--- config.mk ---
export PLATFORM = sky130hd
export DESIGN_NAME = decode_execute_core_flat
export DESIGN_NICKNAME = d
export VERILOG_FILES = /design/src/rtl/decode_execute_core_if.sv /design/src/rtl/decode_execute_core.sv /design/src/flat_wrapper.sv
export SDC_FILE = /design/constraint.sdc
export NUM_CORES = 2
export LEC_CHECK = 0
export CAP_MARGIN = 10
export CORE_MARGIN = 10
export CORE_UTILIZATION = 36
export CTS_CLUSTER_SIZE = 28
export DETAILED_ROUTE_END_ITERATION = 8
export PLACE_DENSITY = 0.61
export SLEW_MARGIN = 20
export SYNTH_ARGS = -nofsm -noshare
export SYNTH_HDL_FRONTEND = slang
export SYNTH_SLANG_ARGS = --single-unit
--- constraint.sdc ---
create_clock -name clk -period 8.2 [get_ports clk]
set_input_delay 1.64 -clock clk [delete_from_list [all_inputs] [get_ports clk]]
set_output_delay 1.64 -clock clk [all_outputs]
set_load 0.01 [all_outputs]
--- src/rtl/decode_execute_core_if.sv ---
// rtl/decode_execute_core_if.sv - decode/execute slice bus: ID inputs, write-back traffic, EX and hazard outputs
interface decode_execute_core_if;
    logic [31:0] pc_in;
    logic [31:0] instruction_in;
    logic        flush;
    logic        hazard;
    logic        writebackEnabled_wb;
    logic [3:0]  writebackDestination_wb;
    logic [31:0] writebackValue_wb;
    logic [3:0]  src1;
    logic [3:0]  src2;
    logic        twoSrc;
    logic        writebackEnabled_exe;
    logic        memoryReadEnabled_exe;
    logic        memoryWriteEnabled_exe;
    logic        branchTaken;
    logic [3:0]  destination_exe;
    logic [31:0] valRm_exe;
    logic [31:0] aluResult;
    logic [31:0] branchAddress;
    logic [3:0]  status;

    modport slave (
        input  pc_in, instruction_in, flush, hazard,
               writebackEnabled_wb, writebackDestination_wb, writebackValue_wb,
        output src1, src2, twoSrc, writebackEnabled_exe, memoryReadEnabled_exe,
               memoryWriteEnabled_exe, branchTaken, destination_exe, valRm_exe,
               aluResult, branchAddress, status
    );

    modport master (
        output pc_in, instruction_in, flush, hazard,
               writebackEnabled_wb, writebackDestination_wb, writebackValue_wb,
        input  src1, src2, twoSrc, writebackEnabled_exe, memoryReadEnabled_exe,
               memoryWriteEnabled_exe, branchTaken, destination_exe, valRm_exe,
               aluResult, branchAddress, status
    );
endinterface

--- src/rtl/decode_execute_core.sv ---
// rtl/decode_execute_core.sv - ARM-subset ID stage, ID/EX register, EX stage and NZCV status register
module decode_execute_core (
    input  logic                   clk,
    input  logic                   rst,
    decode_execute_core_if.slave   bus
);
    logic [3:0]  cond, opcode, rn, rd;
    logic [1:0]  mode;
    logic        imm_bit, s_bit, is_store;
    logic [31:0] rf_q [0:14];
    logic [31:0] val_rn_d, val_rm_d;
    logic        cond_ok;
    logic [3:0]  status_q;
    logic        n_f, z_f, c_f, v_f;

    logic        wb_d, mr_d, mw_d, b_d, s_d;
    logic [3:0]  cmd_d;

    logic        wb_q, mr_q, mw_q, b_q, s_q, imm_q;
    logic [3:0]  cmd_q, rd_q;
    logic [1:0]  cv_q;
    logic [31:0] pc_q, val_rn_q, val_rm_q;
    logic [23:0] imm24_q;

    logic [31:0] val2, alu_res;
    logic [32:0] sum;
    logic        alu_c, alu_v;
    logic [11:0] shift_op;
    logic [4:0]  shamt;

    assign cond     = bus.instruction_in[31:28];
    assign mode     = bus.instruction_in[27:26];
    assign imm_bit  = bus.instruction_in[25];
    assign opcode   = bus.instruction_in[24:21];
    assign s_bit    = bus.instruction_in[20];
    assign rn       = bus.instruction_in[19:16];
    assign rd       = bus.instruction_in[15:12];
    assign is_store = (mode == 2'b01) && !s_bit;

    assign bus.src1   = rn;
    assign bus.src2   = is_store ? rd : bus.instruction_in[3:0];
    assign bus.twoSrc = !imm_bit || is_store;

    function automatic logic [31:0] ror32(input logic [31:0] x, input logic [4:0] r);
        if (r == 5'd0) return x;
        return (x >> r) | (x << (6'd32 - {1'b0, r}));
    endfunction

    // Reads bypass a same-cycle write so WB results are visible without an extra stall.
    always_comb begin
        val_rn_d = 32'd0;
        val_rm_d = 32'd0;
        if (rn != 4'd15)
            val_rn_d = (bus.writebackEnabled_wb && bus.writebackDestination_wb == rn)
                       ? bus.writebackValue_wb : rf_q[rn];
        if (bus.src2 != 4'd15)
            val_rm_d = (bus.writebackEnabled_wb && bus.writebackDestination_wb == bus.src2)
                       ? bus.writebackValue_wb : rf_q[bus.src2];
    end

    always_ff @(posedge clk) begin
        if (rst) begin
            for (int i = 0; i < 15; i++)
                rf_q[i] <= 32'(i);
        end else if (bus.writebackEnabled_wb && bus.writebackDestination_wb != 4'd15) begin
            rf_q[bus.writebackDestination_wb] <= bus.writebackValue_wb;
        end
    end

    assign {n_f, z_f, c_f, v_f} = status_q;

    always_comb begin
        cond_ok = 1'b0;
        case (cond)
            4'b0000: cond_ok = z_f;
            4'b0001: cond_ok = !z_f;
            4'b0010: cond_ok = c_f;
            4'b0011: cond_ok = !c_f;
            4'b0100: cond_ok = n_f;
            4'b0101: cond_ok = !n_f;
            4'b0110: cond_ok = v_f;
            4'b0111: cond_ok = !v_f;
            4'b1000: cond_ok = c_f && !z_f;
            4'b1001: cond_ok = !c_f || z_f;
            4'b1010: cond_ok = (n_f == v_f);
            4'b1011: cond_ok = (n_f != v_f);
            4'b1100: cond_ok = !z_f && (n_f == v_f);
            4'b1101: cond_ok = z_f || (n_f != v_f);
            4'b1110: cond_ok = 1'b1;
            default: cond_ok = 1'b0;
        endcase
    end

    always_comb begin
        wb_d  = 1'b0;
        mr_d  = 1'b0;
        mw_d  = 1'b0;
        b_d   = 1'b0;
        s_d   = 1'b0;
        cmd_d = 4'b0000;
        case (mode)
            2'b00: begin
                wb_d = 1'b1;
                s_d  = s_bit;
                case (opcode)
                    4'b1101: cmd_d = 4'b0001;
                    4'b1111: cmd_d = 4'b1001;
                    4'b0100: cmd_d = 4'b0010;
                    4'b0101: cmd_d = 4'b0011;
                    4'b0010: cmd_d = 4'b0100;
                    4'b0110: cmd_d = 4'b0101;
                    4'b0000: cmd_d = 4'b0110;
                    4'b1100: cmd_d = 4'b0111;
                    4'b0001: cmd_d = 4'b1000;
                    4'b1010: begin cmd_d = 4'b0100; wb_d = 1'b0; s_d = 1'b1; end
                    4'b1000: begin cmd_d = 4'b0110; wb_d = 1'b0; s_d = 1'b1; end
                    default: begin wb_d = 1'b0; s_d = 1'b0; end
                endcase
            end
            2'b01: begin
                cmd_d = 4'b0010;
                mr_d  = s_bit;
                wb_d  = s_bit;
                mw_d  = !s_bit;
            end
            2'b10: b_d = 1'b1;
            default: ;
        endcase
        if (!cond_ok || bus.hazard) begin
            wb_d  = 1'b0;
            mr_d  = 1'b0;
            mw_d  = 1'b0;
            b_d   = 1'b0;
            s_d   = 1'b0;
            cmd_d = 4'b0000;
        end
    end

    // Only C and V of the captured status are consumed in EX (carry-in and flag retention).
    always_ff @(posedge clk) begin
        if (rst || bus.flush) begin
            wb_q     <= 1'b0;
            mr_q     <= 1'b0;
            mw_q     <= 1'b0;
            b_q      <= 1'b0;
            s_q      <= 1'b0;
            imm_q    <= 1'b0;
            cmd_q    <= 4'd0;
            rd_q     <= 4'd0;
            cv_q     <= 2'd0;
            pc_q     <= 32'd0;
            val_rn_q <= 32'd0;
            val_rm_q <= 32'd0;
            imm24_q  <= 24'd0;
        end else begin
            wb_q     <= wb_d;
            mr_q     <= mr_d;
            mw_q     <= mw_d;
            b_q      <= b_d;
            s_q      <= s_d;
            imm_q    <= imm_bit;
            cmd_q    <= cmd_d;
            rd_q     <= rd;
            cv_q     <= {c_f, v_f};
            pc_q     <= bus.pc_in;
            val_rn_q <= val_rn_d;
            val_rm_q <= val_rm_d;
            imm24_q  <= bus.instruction_in[23:0];
        end
    end

    assign shift_op = imm24_q[11:0];
    assign shamt    = shift_op[11:7];

    always_comb begin
        val2 = val_rm_q;
        if (mr_q || mw_q)
            val2 = {20'd0, shift_op};
        else if (imm_q)
            val2 = ror32({24'd0, shift_op[7:0]}, {shift_op[11:8], 1'b0});
        else if (shamt != 5'd0) begin
            case (shift_op[6:5])
                2'b00:   val2 = val_rm_q << shamt;
                2'b01:   val2 = val_rm_q >> shamt;
                2'b10:   val2 = 32'($signed(val_rm_q) >>> shamt);
                default: val2 = ror32(val_rm_q, shamt);
            endcase
        end
    end

    // Subtraction is a + ~b + 1 so that the adder carry-out is directly the no-borrow flag.
    always_comb begin
        alu_res = 32'd0;
        sum     = 33'd0;
        alu_c   = cv_q[1];
        alu_v   = cv_q[0];
        case (cmd_q)
            4'b0001: alu_res = val2;
            4'b1001: alu_res = ~val2;
            4'b0010, 4'b0011: begin
                sum     = {1'b0, val_rn_q} + {1'b0, val2} + {32'd0, cmd_q[0] & cv_q[1]};
                alu_res = sum[31:0];
                alu_c   = sum[32];
                alu_v   = (val_rn_q[31] == val2[31]) && (alu_res[31] != val_rn_q[31]);
            end
            4'b0100, 4'b0101: begin
                sum     = {1'b0, val_rn_q} + {1'b0, ~val2} + {32'd0, cmd_q[0] ? cv_q[1] : 1'b1};
                alu_res = sum[31:0];
                alu_c   = sum[32];
                alu_v   = (val_rn_q[31] != val2[31]) && (alu_res[31] != val_rn_q[31]);
            end
            4'b0110: alu_res = val_rn_q & val2;
            4'b0111: alu_res = val_rn_q | val2;
            4'b1000: alu_res = val_rn_q ^ val2;
            default: alu_res = 32'd0;
        endcase
    end

    always_ff @(posedge clk) begin
        if (rst)
            status_q <= 4'd0;
        else if (s_q)
            status_q <= {alu_res[31], alu_res == 32'd0, alu_c, alu_v};
    end

    assign bus.writebackEnabled_exe   = wb_q;
    assign bus.memoryReadEnabled_exe  = mr_q;
    assign bus.memoryWriteEnabled_exe = mw_q;
    assign bus.branchTaken            = b_q;
    assign bus.destination_exe        = rd_q;
    assign bus.valRm_exe              = val_rm_q;
    assign bus.aluResult              = alu_res;
    assign bus.branchAddress          = pc_q + {{6{imm24_q[23]}}, imm24_q, 2'b00};
    assign bus.status                 = status_q;
endmodule

--- src/flat_wrapper.sv ---
// flat-port wrapper written by rule: the top's interface ports become plain ports
module decode_execute_core_flat 
  (clk, rst, bus_pc_in, bus_instruction_in, bus_flush, bus_hazard, bus_writebackEnabled_wb, bus_writebackDestination_wb, bus_writebackValue_wb, bus_src1, bus_src2, bus_twoSrc, bus_writebackEnabled_exe, bus_memoryReadEnabled_exe, bus_memoryWriteEnabled_exe, bus_branchTaken, bus_destination_exe, bus_valRm_exe, bus_aluResult, bus_branchAddress, bus_status);
  decode_execute_core_if bus_i ();
  input  logic clk;
  input  logic rst;
  input wire logic [$bits(bus_i.pc_in)-1:0] bus_pc_in;
  input wire logic [$bits(bus_i.instruction_in)-1:0] bus_instruction_in;
  input wire logic [$bits(bus_i.flush)-1:0] bus_flush;
  input wire logic [$bits(bus_i.hazard)-1:0] bus_hazard;
  input wire logic [$bits(bus_i.writebackEnabled_wb)-1:0] bus_writebackEnabled_wb;
  input wire logic [$bits(bus_i.writebackDestination_wb)-1:0] bus_writebackDestination_wb;
  input wire logic [$bits(bus_i.writebackValue_wb)-1:0] bus_writebackValue_wb;
  output wire logic [$bits(bus_i.src1)-1:0] bus_src1;
  output wire logic [$bits(bus_i.src2)-1:0] bus_src2;
  output wire logic [$bits(bus_i.twoSrc)-1:0] bus_twoSrc;
  output wire logic [$bits(bus_i.writebackEnabled_exe)-1:0] bus_writebackEnabled_exe;
  output wire logic [$bits(bus_i.memoryReadEnabled_exe)-1:0] bus_memoryReadEnabled_exe;
  output wire logic [$bits(bus_i.memoryWriteEnabled_exe)-1:0] bus_memoryWriteEnabled_exe;
  output wire logic [$bits(bus_i.branchTaken)-1:0] bus_branchTaken;
  output wire logic [$bits(bus_i.destination_exe)-1:0] bus_destination_exe;
  output wire logic [$bits(bus_i.valRm_exe)-1:0] bus_valRm_exe;
  output wire logic [$bits(bus_i.aluResult)-1:0] bus_aluResult;
  output wire logic [$bits(bus_i.branchAddress)-1:0] bus_branchAddress;
  output wire logic [$bits(bus_i.status)-1:0] bus_status;
  assign bus_i.pc_in = bus_pc_in;
  assign bus_i.instruction_in = bus_instruction_in;
  assign bus_i.flush = bus_flush;
  assign bus_i.hazard = bus_hazard;
  assign bus_i.writebackEnabled_wb = bus_writebackEnabled_wb;
  assign bus_i.writebackDestination_wb = bus_writebackDestination_wb;
  assign bus_i.writebackValue_wb = bus_writebackValue_wb;
  assign bus_src1 = bus_i.src1;
  assign bus_src2 = bus_i.src2;
  assign bus_twoSrc = bus_i.twoSrc;
  assign bus_writebackEnabled_exe = bus_i.writebackEnabled_exe;
  assign bus_memoryReadEnabled_exe = bus_i.memoryReadEnabled_exe;
  assign bus_memoryWriteEnabled_exe = bus_i.memoryWriteEnabled_exe;
  assign bus_branchTaken = bus_i.branchTaken;
  assign bus_destination_exe = bus_i.destination_exe;
  assign bus_valRm_exe = bus_i.valRm_exe;
  assign bus_aluResult = bus_i.aluResult;
  assign bus_branchAddress = bus_i.branchAddress;
  assign bus_status = bus_i.status;
  decode_execute_core u_core (.clk(clk), .rst(rst), .bus(bus_i));
endmodule
==> results.sh <==
export IMPL_start_kind="flip-flop"
export IMPL_cts_max_path_buffers=3
export IMPL_final_setup_viol_count=0
export IMPL_drc=0
export IMPL_r2r_start="u_core.imm24_q[7]"
export IMPL_setup_slack_ns=0.1040
export IMPL_first_iter_violations=6885
export IMPL_rows=133
export IMPL_yosysWarningCount=0
export IMPL_cts_root_buf="clkbuf_16"
export IMPL_mappedNetlistArea_um2=47470
export IMPL_synth_distinct_cells=92
export IMPL_clk_pin_slew_ns=0.08
export IMPL_portBuffers=221
export IMPL_floorplan_core_area_um2=131300
export IMPL_numCtsBuffers=75
export IMPL_number_of_synthesized_register_bits=648
export IMPL_global_route_usage_total=0.2897
export IMPL_netlist_top_cell_by_area="edfxtp_1"
export IMPL_overall_power_of_the_completed_layout_w=0.01026
export IMPL_cts_max_level=3
export IMPL_worst_reg2reg_path_depth=26
export IMPL_postSynthAreaPerCell_um2=9.638
export IMPL_status="complete, no violations"
export IMPL_insertion_delay_ns=0.72
export IMPL_report_final_slew_viol_count=0
export IMPL_cp_slowest_stage_delay_ns=0.48
export IMPL_cp_startpoint="u_core.imm24_q[10]"
export IMPL_vdd_ir_drop_max_uv=178.4
export IMPL_final_hold_worst_slack_ns=0.5613
export IMPL_ios=222
export IMPL_routedWlPerCell_um=31.05
export IMPL_series_of_cell_instances_along_the_critical_path="buf_4 > buf_12 > mux2_2 > a32oi_1 > nand4_1 > o2bb2ai_2 > o31a_1 > buf_4 > clkinvlp_4 > ha_1 > buf_4 > a21o_1 > a21o_1 > a21oi_1 > buf_4 > a21oi_2 > or3_1 > a21o_1 > a21o_1 > buf_4 > mux2i_2 > a211o_1 > clkdlybuf4s50_1"
export IMPL_ys_flop_type="edfxtp_1"
export IMPL_report_final_hold_viol_count=0
export IMPL_grt_setup_unrepaired="yes"
export IMPL_gp_congestion=1.058
export IMPL_die_height_um=383.1
export IMPL_ys_seq_area_frac=0.3813
export IMPL_dp_slack_ns=-0.2082
export IMPL_reg2reg_setup_slack_ns=1.62
export IMPL_asyncSetResetFlopFracSynth=0
export IMPL_setup_skew_after_layout_ns=0.07533
export IMPL_detail_route_first_pass_iterations=8
export IMPL_number_of_enable_type_register_cells_in_the_synthesized_netlist=512
export IMPL_vias_per_cell=6.241
export IMPL_max_freq_ghz=0.1235
export IMPL_cts_sinks=648
export IMPL_time_the_final_worst_path_needs_with_i_o_delays_and_setup_ns=8.096
export IMPL_initial_utilization=0.3615
export IMPL_maxCapViolCount=0
export IMPL_post_synth_top_area_fraction=0.3239
export IMPL_nets=5608
export IMPL_cpMostUsedCell="buf_4"
export IMPL_critPathArrivalTime_ns=6.46
export IMPL_worstMarginPinSlew_ns=1.111
export IMPL_synthCells=4925
export IMPL_ys_top_cells_by_area="edfxtp_1 32%, mux4_2 11%, and2_1 7.0%"
export IMPL_totalWireLength_mm=223.0
export IMPL_final_layout_size_suffix_gt1_frac=0.2159
export IMPL_utilization=0.4436
export IMPL_place_detailed_hpwl_mm=153.3
export IMPL_number_of_global_route_vias_before_repair=42640
export IMPL_grt_max_degree=130
export IMPL_drtAntennaViolNets=0
export IMPL_worst_setup_path_type="flip-flop to output port"
export IMPL_die_width_um=383.1
export IMPL_antenna_violations_before_repair=18
export IMPL_tritoncts="yes"
export IMPL_timing_hold_worst_path_depth=1
export IMPL_grt_overflow=0
export IMPL_area_growth_synth_to_final_pct=22.71
export IMPL_worstPathMaxFanout=39
export IMPL_hold_class="flip-flop to flip-flop"
export IMPL_floorplan_die_area_um2=146800
export IMPL_most_used_standard_cells_in_the_synthesized_netlist="687 x nand2_1, 528 x and2_1, 512 x edfxtp_1, 362 x clkbuf_1, 268 x nor2_1"
export IMPL_most_frequent_cell_after_synthesis="nand2_1"
export IMPL_hold_path_endpoint="u_core.cv_q[1]"
export IMPL_p_leak_nw=22.17
export IMPL_hold_path_startpoint="u_core.bus.status[1]"
export IMPL_powerDensity_nw_per_um2=176.2
export IMPL_route_vias_total=44820
export IMPL_grt_pass1_wl_mm=314.4
export IMPL_worstSetupEndpointType="output port"
export IMPL_maxSlewHeadroom=0.2438
export IMPL_req_time_crit_path_ns=6.56
export IMPL_cts_hold_buf=0
export IMPL_crit_path_top_delay_cell="clkdlybuf4s50_1"
export IMPL_regToRegEndpoint="u_core.bus.status[2]"
export IMPL_min_period_over_period=0.9873
placed cells by master (no fill, tap or decap), types with 36 or more instances in the layout:
master / n
a211oi_1: 64
a21oi_1: 165
a311oi_1: 99
a31oi_1: 56
and2_1: 526
and3_1: 91
buf_4: 535
clkbuf_16: 79
clkdlybuf4s50_1: 207
dfxtp_1: 127
edfxtp_1: 512
ha_1: 129
inv_1: 118
mux2_2: 46
mux2i_1: 120
mux4_2: 240
nand2_1: 685
nand2b_1: 36
nand3_1: 184
nor2_1: 252
nor3_1: 48
o211ai_1: 40
o21ai_0: 144
or3_1: 47
xnor2_1: 61
per-layer routing:
metal	wire length (um)	part of all wire	GRT usage	vias up
li1	-	-	-	19050
met1	88670	0.40	0.3934	22190
met2	96870	0.43	0.4362	2974
met3	25830	0.12	0.06774	586
met4	11490	0.052	0.1288	16
met5	120	0.00054	0	-
worst max-delay path: cells and delay by family (launching register included):
family,cells,cell delay (ns)
AO/OA/AOI/OAI,10,2.12
adder cells (fa/ha/maj),1,0.26
buffers and inverters,8,1.79
flip-flops,1,0.34
multiplexers,2,0.54
AND/OR/NAND/NOR,2,0.72
logic make-up (layout without fill, tap and decap cells):
kind of cell    after synthesis  in the layout  synth area share
compound gates              971            971            0.1436
simple gates               2071           2071            0.2189
other cells                   1             36        0.00007900
buf+inv                     592           1059           0.05003
mux                         421            421            0.1534
flops                       648            648            0.3813
xor+xnor                     82             82           0.01529
fa+ha+maj                   139            139           0.03743
worst max-delay path by stage:
stage	to	depth (start not counted)
finish	bus_aluResult[26]	23
global route	bus_aluResult[30]	29
CTS	bus_aluResult[30]	33
detailed placement	bus_aluResult[30]	23
global placement	bus_aluResult[30]	27
floorplan	bus_aluResult[30]	28
area by class of cell:
type / count / area, um2
fillers: 12470 / 73050
repair buffers: 797 / 7038
inverters: 126 / 490.5
multi-input cells: 3716 / 27930
diodes: 4 / 10.01
clock buffers: 107 / 2098
well taps: 1755 / 2196
clock inverters: 29 / 365.4
flip-flops and latches: 648 / 18120
per-stage QoR:
stage / instance area [um2] / cells / TNS, ns
6_report: 58250 / 7182 / 0
5_1_grt: 58240 / 7178 / -0.2539
4_1_cts: 57670 / 7164 / -0.005546
3_5_place_dp: 54770 / 7018 / -0.3724
3_3_place_gp: 54770 / 7018 / -0.5192
2_1_floorplan: 47590 / 4956 / 0
what timing repair did:
action	4_1_cts	5_1_grt
buffers inserted	7	11
setup endpoints to repair	20	19
cloned	3	3
hold endpoints to repair	0	0
pin swaps	13	20
resized for setup	76	94
state kept, by name, summed over array words and instances, names as in the netlist, 3 cells and up:
| signal | count |
|---|---|
| u_core.val_rn_q | 32 |
| u_core.cmd_q | 4 |
| u_core.pc_q | 32 |
| u_core.bus.status | 4 |
| u_core.rf_q | 512 |
| u_core.bus.valRm_exe | 32 |
| u_core.imm24_q | 21 |
| u_core.bus.destination_exe | 3 |
report_power, final:
group	switching (W)	leakage, nW	internal [W]
Combinational	0.00176	15.0	0.00123
Clock	0.00146	1.19	0.00193
Sequential	0.000149	6.02	0.00373
(Power assumes the default switching activity.)
